### src/rtl/riscv_defs.sv
// Shared RV32I load/store op codes and LSU FSM state encoding.
package riscv_defs;

    localparam logic [6:0] OH_LB  = 7'd11;
    localparam logic [6:0] OH_LH  = 7'd12;
    localparam logic [6:0] OH_LW  = 7'd13;
    localparam logic [6:0] OH_LBU = 7'd14;
    localparam logic [6:0] OH_LHU = 7'd15;
    localparam logic [6:0] OH_SB  = 7'd16;
    localparam logic [6:0] OH_SH  = 7'd17;
    localparam logic [6:0] OH_SW  = 7'd18;

    typedef enum logic [1:0] {IDLE, REQ, WAIT} state_t;

    function automatic logic is_load(input logic [6:0] op);
        return (op >= OH_LB) && (op <= OH_LHU);
    endfunction

    function automatic logic is_store(input logic [6:0] op);
        return (op >= OH_SB) && (op <= OH_SW);
    endfunction

    function automatic logic misaligned(input logic [6:0] op, input logic [1:0] lane);
        case (op)
            OH_LH, OH_LHU, OH_SH: return lane[0];
            OH_LW, OH_SW:         return lane != 2'b00;
            default:              return 1'b0;
        endcase
    endfunction

endpackage

### src/rtl/lsu_align.sv
// Byte-lane placement for stores and lane select plus sign/zero extension for loads.
// Purely combinational; no latency, no flow control.
module lsu_align
    import riscv_defs::*;
(
    input  logic [6:0]  st_oh,
    input  logic [1:0]  st_lane,
    input  logic [31:0] st_data,
    output logic [3:0]  wstrb,
    output logic [31:0] wdata,
    input  logic [6:0]  ld_oh,
    input  logic [1:0]  ld_lane,
    input  logic [31:0] rdata,
    output logic [31:0] ld_data
);

    logic [31:0] shifted;

    always_comb begin
        wstrb = 4'b0000;
        wdata = 32'h0;
        case (st_oh)
            OH_SB: begin
                wstrb = 4'b0001 << st_lane;
                wdata = {4{st_data[7:0]}};
            end
            OH_SH: begin
                wstrb = 4'b0011 << st_lane;
                wdata = {2{st_data[15:0]}};
            end
            OH_SW: begin
                wstrb = 4'b1111;
                wdata = st_data;
            end
            default: ;
        endcase
    end

    // Addressed byte/half moved down to bit 0; LW is always lane 0 so it passes through.
    assign shifted = rdata >> {ld_lane, 3'b000};

    always_comb begin
        case (ld_oh)
            OH_LB:   ld_data = {{24{shifted[7]}}, shifted[7:0]};
            OH_LH:   ld_data = {{16{shifted[15]}}, shifted[15:0]};
            OH_LBU:  ld_data = {24'h0, shifted[7:0]};
            OH_LHU:  ld_data = {16'h0, shifted[15:0]};
            default: ld_data = shifted;
        endcase
    end

endmodule

### src/rtl/lsu.sv
// RV32I load/store unit: one outstanding req/gnt/rvalid transaction, writeback of load data.
// Latency: store 2 cycles, load 3 cycles minimum; stalls execute via hold2ctrl until back in IDLE.
module lsu
    import riscv_defs::*;
(
    input  logic        clk,
    input  logic        rst_n,
    input  logic        ins_valid,
    input  logic [6:0]  oh,
    input  logic [31:0] base,
    input  logic [31:0] offset,
    input  logic [31:0] store_data,
    input  logic [4:0]  rd_addr2lsu,
    output logic        mem_req,
    output logic        mem_we,
    output logic [31:0] mem_addr,
    output logic [3:0]  mem_wstrb,
    output logic [31:0] mem_wdata,
    input  logic        mem_gnt,
    input  logic        mem_rvalid,
    input  logic [31:0] mem_rdata,
    output logic [4:0]  rd_addr,
    output logic [31:0] rd_data,
    output logic        rd_wen2reg,
    output logic        hold2ctrl,
    output logic        misalign
);

    state_t      state;
    logic [31:0] ea;
    logic        mem_op;
    logic        bad_align;
    logic        accept;
    logic [6:0]  oh_q;
    logic [1:0]  lane_q;
    logic [3:0]  st_wstrb;
    logic [31:0] st_wdata;
    logic [31:0] ld_data;

    assign ea        = base + offset;
    assign mem_op    = is_load(oh) | is_store(oh);
    assign bad_align = misaligned(oh, ea[1:0]);
    assign accept    = (state == IDLE) & ins_valid & mem_op & ~bad_align;
    assign hold2ctrl = accept | (state != IDLE);

    lsu_align u_align (
        .st_oh   (oh),
        .st_lane (ea[1:0]),
        .st_data (store_data),
        .wstrb   (st_wstrb),
        .wdata   (st_wdata),
        .ld_oh   (oh_q),
        .ld_lane (lane_q),
        .rdata   (mem_rdata),
        .ld_data (ld_data)
    );

    always_ff @(posedge clk or negedge rst_n) begin
        if (!rst_n) begin
            state      <= IDLE;
            mem_req    <= 1'b0;
            mem_we     <= 1'b0;
            mem_addr   <= 32'h0;
            mem_wstrb  <= 4'b0000;
            mem_wdata  <= 32'h0;
            rd_addr    <= 5'd0;
            rd_data    <= 32'h0;
            rd_wen2reg <= 1'b0;
            misalign   <= 1'b0;
            oh_q       <= 7'd0;
            lane_q     <= 2'b00;
        end else begin
            rd_wen2reg <= 1'b0;
            misalign   <= 1'b0;
            case (state)
                IDLE: begin
                    if (ins_valid && mem_op && bad_align) begin
                        misalign <= 1'b1;
                    end else if (accept) begin
                        state     <= REQ;
                        mem_req   <= 1'b1;
                        mem_we    <= is_store(oh);
                        mem_addr  <= {ea[31:2], 2'b00};
                        mem_wstrb <= st_wstrb;
                        mem_wdata <= st_wdata;
                        rd_addr   <= rd_addr2lsu;
                        oh_q      <= oh;
                        lane_q    <= ea[1:0];
                    end
                end
                REQ: begin
                    if (mem_gnt) begin
                        mem_req <= 1'b0;
                        state   <= mem_we ? IDLE : WAIT;
                    end
                end
                WAIT: begin
                    if (mem_rvalid) begin
                        rd_data    <= ld_data;
                        rd_wen2reg <= (rd_addr != 5'd0);
                        state      <= IDLE;
                    end
                end
                default: state <= IDLE;
            endcase
        end
    end

endmodule

### config.mk
export PLATFORM = sky130hd
export DESIGN_NAME = lsu
export DESIGN_NICKNAME = d
export VERILOG_FILES = /design/src/rtl/riscv_defs.sv /design/src/rtl/lsu_align.sv /design/src/rtl/lsu.sv
export SDC_FILE = /design/constraint.sdc
export NUM_CORES = 1
export LEC_CHECK = 0
export BUFFER_PORTS_ARGS = -buffer_cell sky130_fd_sc_hd__clkbuf_2
export CORE_MARGIN = 8
export CORE_UTILIZATION = 54
export DETAILED_ROUTE_END_ITERATION = 10
export GPL_ROUTABILITY_DRIVEN = 1
export PLACE_DENSITY = 0.86
export SLEW_MARGIN = 10
export SYNTH_ARGS = -nofsm -noshare
export SYNTH_HDL_FRONTEND = slang
export SYNTH_SLANG_ARGS = --single-unit
### constraint.sdc
create_clock -name clk -period 8.8 [get_ports clk]
set_input_delay 1.76 -clock clk [delete_from_list [all_inputs] [get_ports clk]]
set_output_delay 1.76 -clock clk [all_outputs]
set_load 0.02 [all_outputs]
==> results.tsv <==
stage	metric	value	unit
run_status	outcome	complete, no violations	
pwr	PwrDens	259	nW/um^2
sta	Fin Clk Skew	11.1	ps
sta	TNS Setup	0	ps
floorplanning	Die ar.	16900	um^2
setup_path	CP Capture Type	output pin	
cells_and_area	Area Overhead vs Synth	27.8	%
grt	gr ovfl total	0	
cts	clk sink count	118	
cts	root buf cell	clkbuf_16	
synth	cell area after synthesis	7030	um^2
sta	fin crit share	65.1	%
sta	final setup violation count	0	
synth	sequential area share after synthesis	42.0	%
cts	clk_lat worst skew	420	ps
setup_path	Crit Path Max Fanout	68	
synth	synth warn	0	
min_path	hold crit path type	reg2reg	
routing	post-route ant nets	0	
cells_and_area	register area	2950	um^2
place	port bufs	252	
cells_and_area	fill cell count	1031	
setup_path	Critical Path Start	base[0]	
cts	Resize count post-CTS	0	
setup_path	Worst path slowest cell	fa_1	
setup_path	CP max stage delay	660	ps
routing	DR WL/cell	17.5	um
grt	first-pass GRT wire length	33.8	mm
synth	ys async rst share	100	%
cts	Max clock buf depth	2	
place	GP Congestion	0.896	
routing	Vias	6976	
setup_path	most frequent CP cell	clkbuf_2	
pwr	Clk pwr share	32.7	%
cts	Hold Buf Count CTS	0	
min_path	hold path startpoint	oh_q[4]$_DFFE_PN0P_	
cells_and_area	Inserted Diodes	0	
synth	Yosys reg bits	118	
floorplanning	DIE WIDTH	130	um
pwr	Internal Power	0.00149	W
setup_path	Crit path required time	7040	ps
floorplanning	Initial Util	55.5	%
synth	gate count of the mapped netlist	804	
synth	top_reg_cell synth	dfrtp_1	
floorplanning	Die Y	130	um
synth	Synth area leaders	dfrtp_1 42%, nand2_1 7.8%, o21ai_0 6.1%	
floorplanning	Ports	255	
floorplanning	# rows	41	
routing	drt pass-1 iters	5	
routing	vias per cell	5.69	
setup_path	Worst Path Arrival	3970	ps
grt	vias in the first global route	6930	
synth	largest area contributor in the netlist	dfrtp_1	
sta	Final min period	5730	ps
floorplanning	core area	12700	um^2
sta	Worst Max-Slew Pin Slew	1060	ps
pwr	combinational share of power	33.2	%
sta	endpoints failing hold	0	
setup_path	critical path startpoint category	input port	
sta	Worst slew margin	29.4	%
cts	CTS clk-pin slew, worst paths	50	ps
routing	initial drt markers	523	
pwr	switching fraction of total power	36.0	%
grt	overall routing resource usage	25.2	%
setup_path	WS Path Type	in2out	
grt	initial antenna violation count	0	
setup_path	reg2reg setup slack	5940	ps
pwr	sequential power share	34.1	%
sta	fmax	0.175	GHz
routing	Post-Route WL	21.5	mm
setup_path	R2R Path Start	lane_q[0]$_DFFE_PN0P_	
synth	Unique masters post-synth	57	
cts	CTS buffer count	17	
synth	Synth top area share	42.0	%
synth	Syn Area/Cell	8.75	um^2
pwr	Psw	0.000839	W
pwr	total power	0.00233	W
pwr	Max IR drop VDD	141	uV
cells_and_area	fin nets	1218	
cells_and_area	share of cells above drive strength 1	30.1	%
place	HPWL after detailed placement	16.3	mm
routing	DRC viols	0	
synth	EDFF count, synth	0	
cts	setup bufs post-CTS	0	
sta	unrepaired setup endpoints after global routing	false	
cts	H-tree levels	4	
pwr	Leak	4.47	nW
setup_path	crit path cell chain	clkbuf_2 -> ha_1 -> inv_1 -> fa_1 -> a21oi_1 -> o21ai_1 -> nand2b_4 -> nand2_1 -> clkbuf_2	
run	Max-cap violations	0	
sta	Max Slew Vio Count	0	
cells_and_area	area of the multi-input gates	3790	um^2
cts	CTS tree	built	
grt	largest net degree at the start of global routing	94	
stage by stage:
stage | std cells | instance area (um^2) | hold slack [ps] | utilization, % | setup WS (ps)
6_report | 1226 | 8980 | 474 | 70.9 | 3070
5_1_grt | 1226 | 8980 | 500 | 70.9 | 2910
4_1_cts | 1226 | 8980 | 477 | 70.9 | 3070
3_5_place_dp | 1194 | 8330 | 464 | 65.7 | 3110
3_3_place_gp | 1194 | 8330 | 456 | 65.7 | 3160
2_1_floorplan | 805 | 7040 | 442 | - | 3500
registers in the layout, summed over array words and instances (netlist names):
register,flops
rd_addr,5
mem_wstrb,4
mem_addr,30
rd_data,32
oh_q,7
state,2
mem_we,1
mem_req,1
lane_q,2
rd_wen2reg,1
mem_wdata,32
misalign,1
path summary, 6_finish.rpt:
kind                                             end  cells past startpoint
setup / recovery                           hold2ctrl                      9
hold / removal                   oh_q[4]$_DFFE_PN0P_                      2
setup reg to reg             rd_data[19]$_DFFE_PN0P_                      5
hold reg to reg                  oh_q[4]$_DFFE_PN0P_                      2
max in group asynchronous   mem_addr[15]$_DFFE_PN0P_                      2
min in group asynchronous  mem_wdata[20]$_DFFE_PN0P_                      1
cell type report:
cell class,count,area share [%]
clock inverters,13,2.26
repair buffers,257,14.5
flip-flops and latches,118,32.9
clock buffers,19,5.04
inverters,17,0.710
multi-input cells,630,42.2
well taps,172,2.40
synth_stat cells, types with 3 or more instances:
master and instances:
clkbuf_1 17, a22oi_1 9, xor2_1 7, or2_2 3
a21oi_1 75, a211oi_1 3, buf_2 7, nor2b_1 5
inv_1 17, ha_1 31, nand2b_1 9, buf_4 7
nand2_1 146, mux2_2 18, dfrtp_1 118, buf_1 3
o21a_1 5, nand3_1 10, o31ai_1 4, mux2i_1 26
o21ai_1 5, xnor2_1 17, nor3_1 8, a21o_1 13
nor3b_1 5, nor2_1 71, o22a_1 8, a31oi_1 6
nand4_1 9, o21bai_1 6, o21ai_0 86, o211ai_1 9
buf_6 5, and2_1 3
cells by family (layout without fill, tap and decap cells):
logic type	count (synthesis)	after routing	synth area share, %
compound gates	249	249	21.3
mux	44	44	6.58
simple gates	279	279	17.0
buf+inv	57	306	4.23
other cells	1	2	0.0533
fa+ha+maj	32	32	5.80
xor+xnor	24	24	2.99
flops	118	118	42.0
worst max-delay path: cells and delay by family:
| family | cells | cell delay, ps |
|---|---|---|
| buffers and inverters | 3 | 340 |
| and+or+nand+nor | 2 | 610 |
| adders and majority gates | 2 | 820 |
| AOI/OAI and AO/OA | 2 | 420 |
per-layer routing:
metal	GRT usage [%]	share of wire, %
met3	5.22	8.7
met4	11.9	2.9
met5	0	0
met1	30.7	39
met2	42.1	49
power groups by stage:
stage | Clock, W | Sequential (W) | Combinational (W)
after floorplan | 0 | 0.000937 | 0.000334
after global placement | 0 | 0.000792 | 0.000751
after detailed placement | 0 | 0.000795 | 0.000769
after CTS | 0.000767 | 0.000789 | 0.000778
after global routing | 0.000791 | 0.000811 | 0.000842
final | 0.000762 | 0.000793 | 0.000773
cells in the final DEF (no fill, tap or decap), types with 18 or more instances in the layout:
master	count
clkbuf_2	251
mux2i_1	26
mux2_2	18
dfrtp_1	118
o21ai_0	86
nand2_1	146
nor2_1	70
ha_1	31
a21oi_1	75
(Power assumes the default switching activity.)
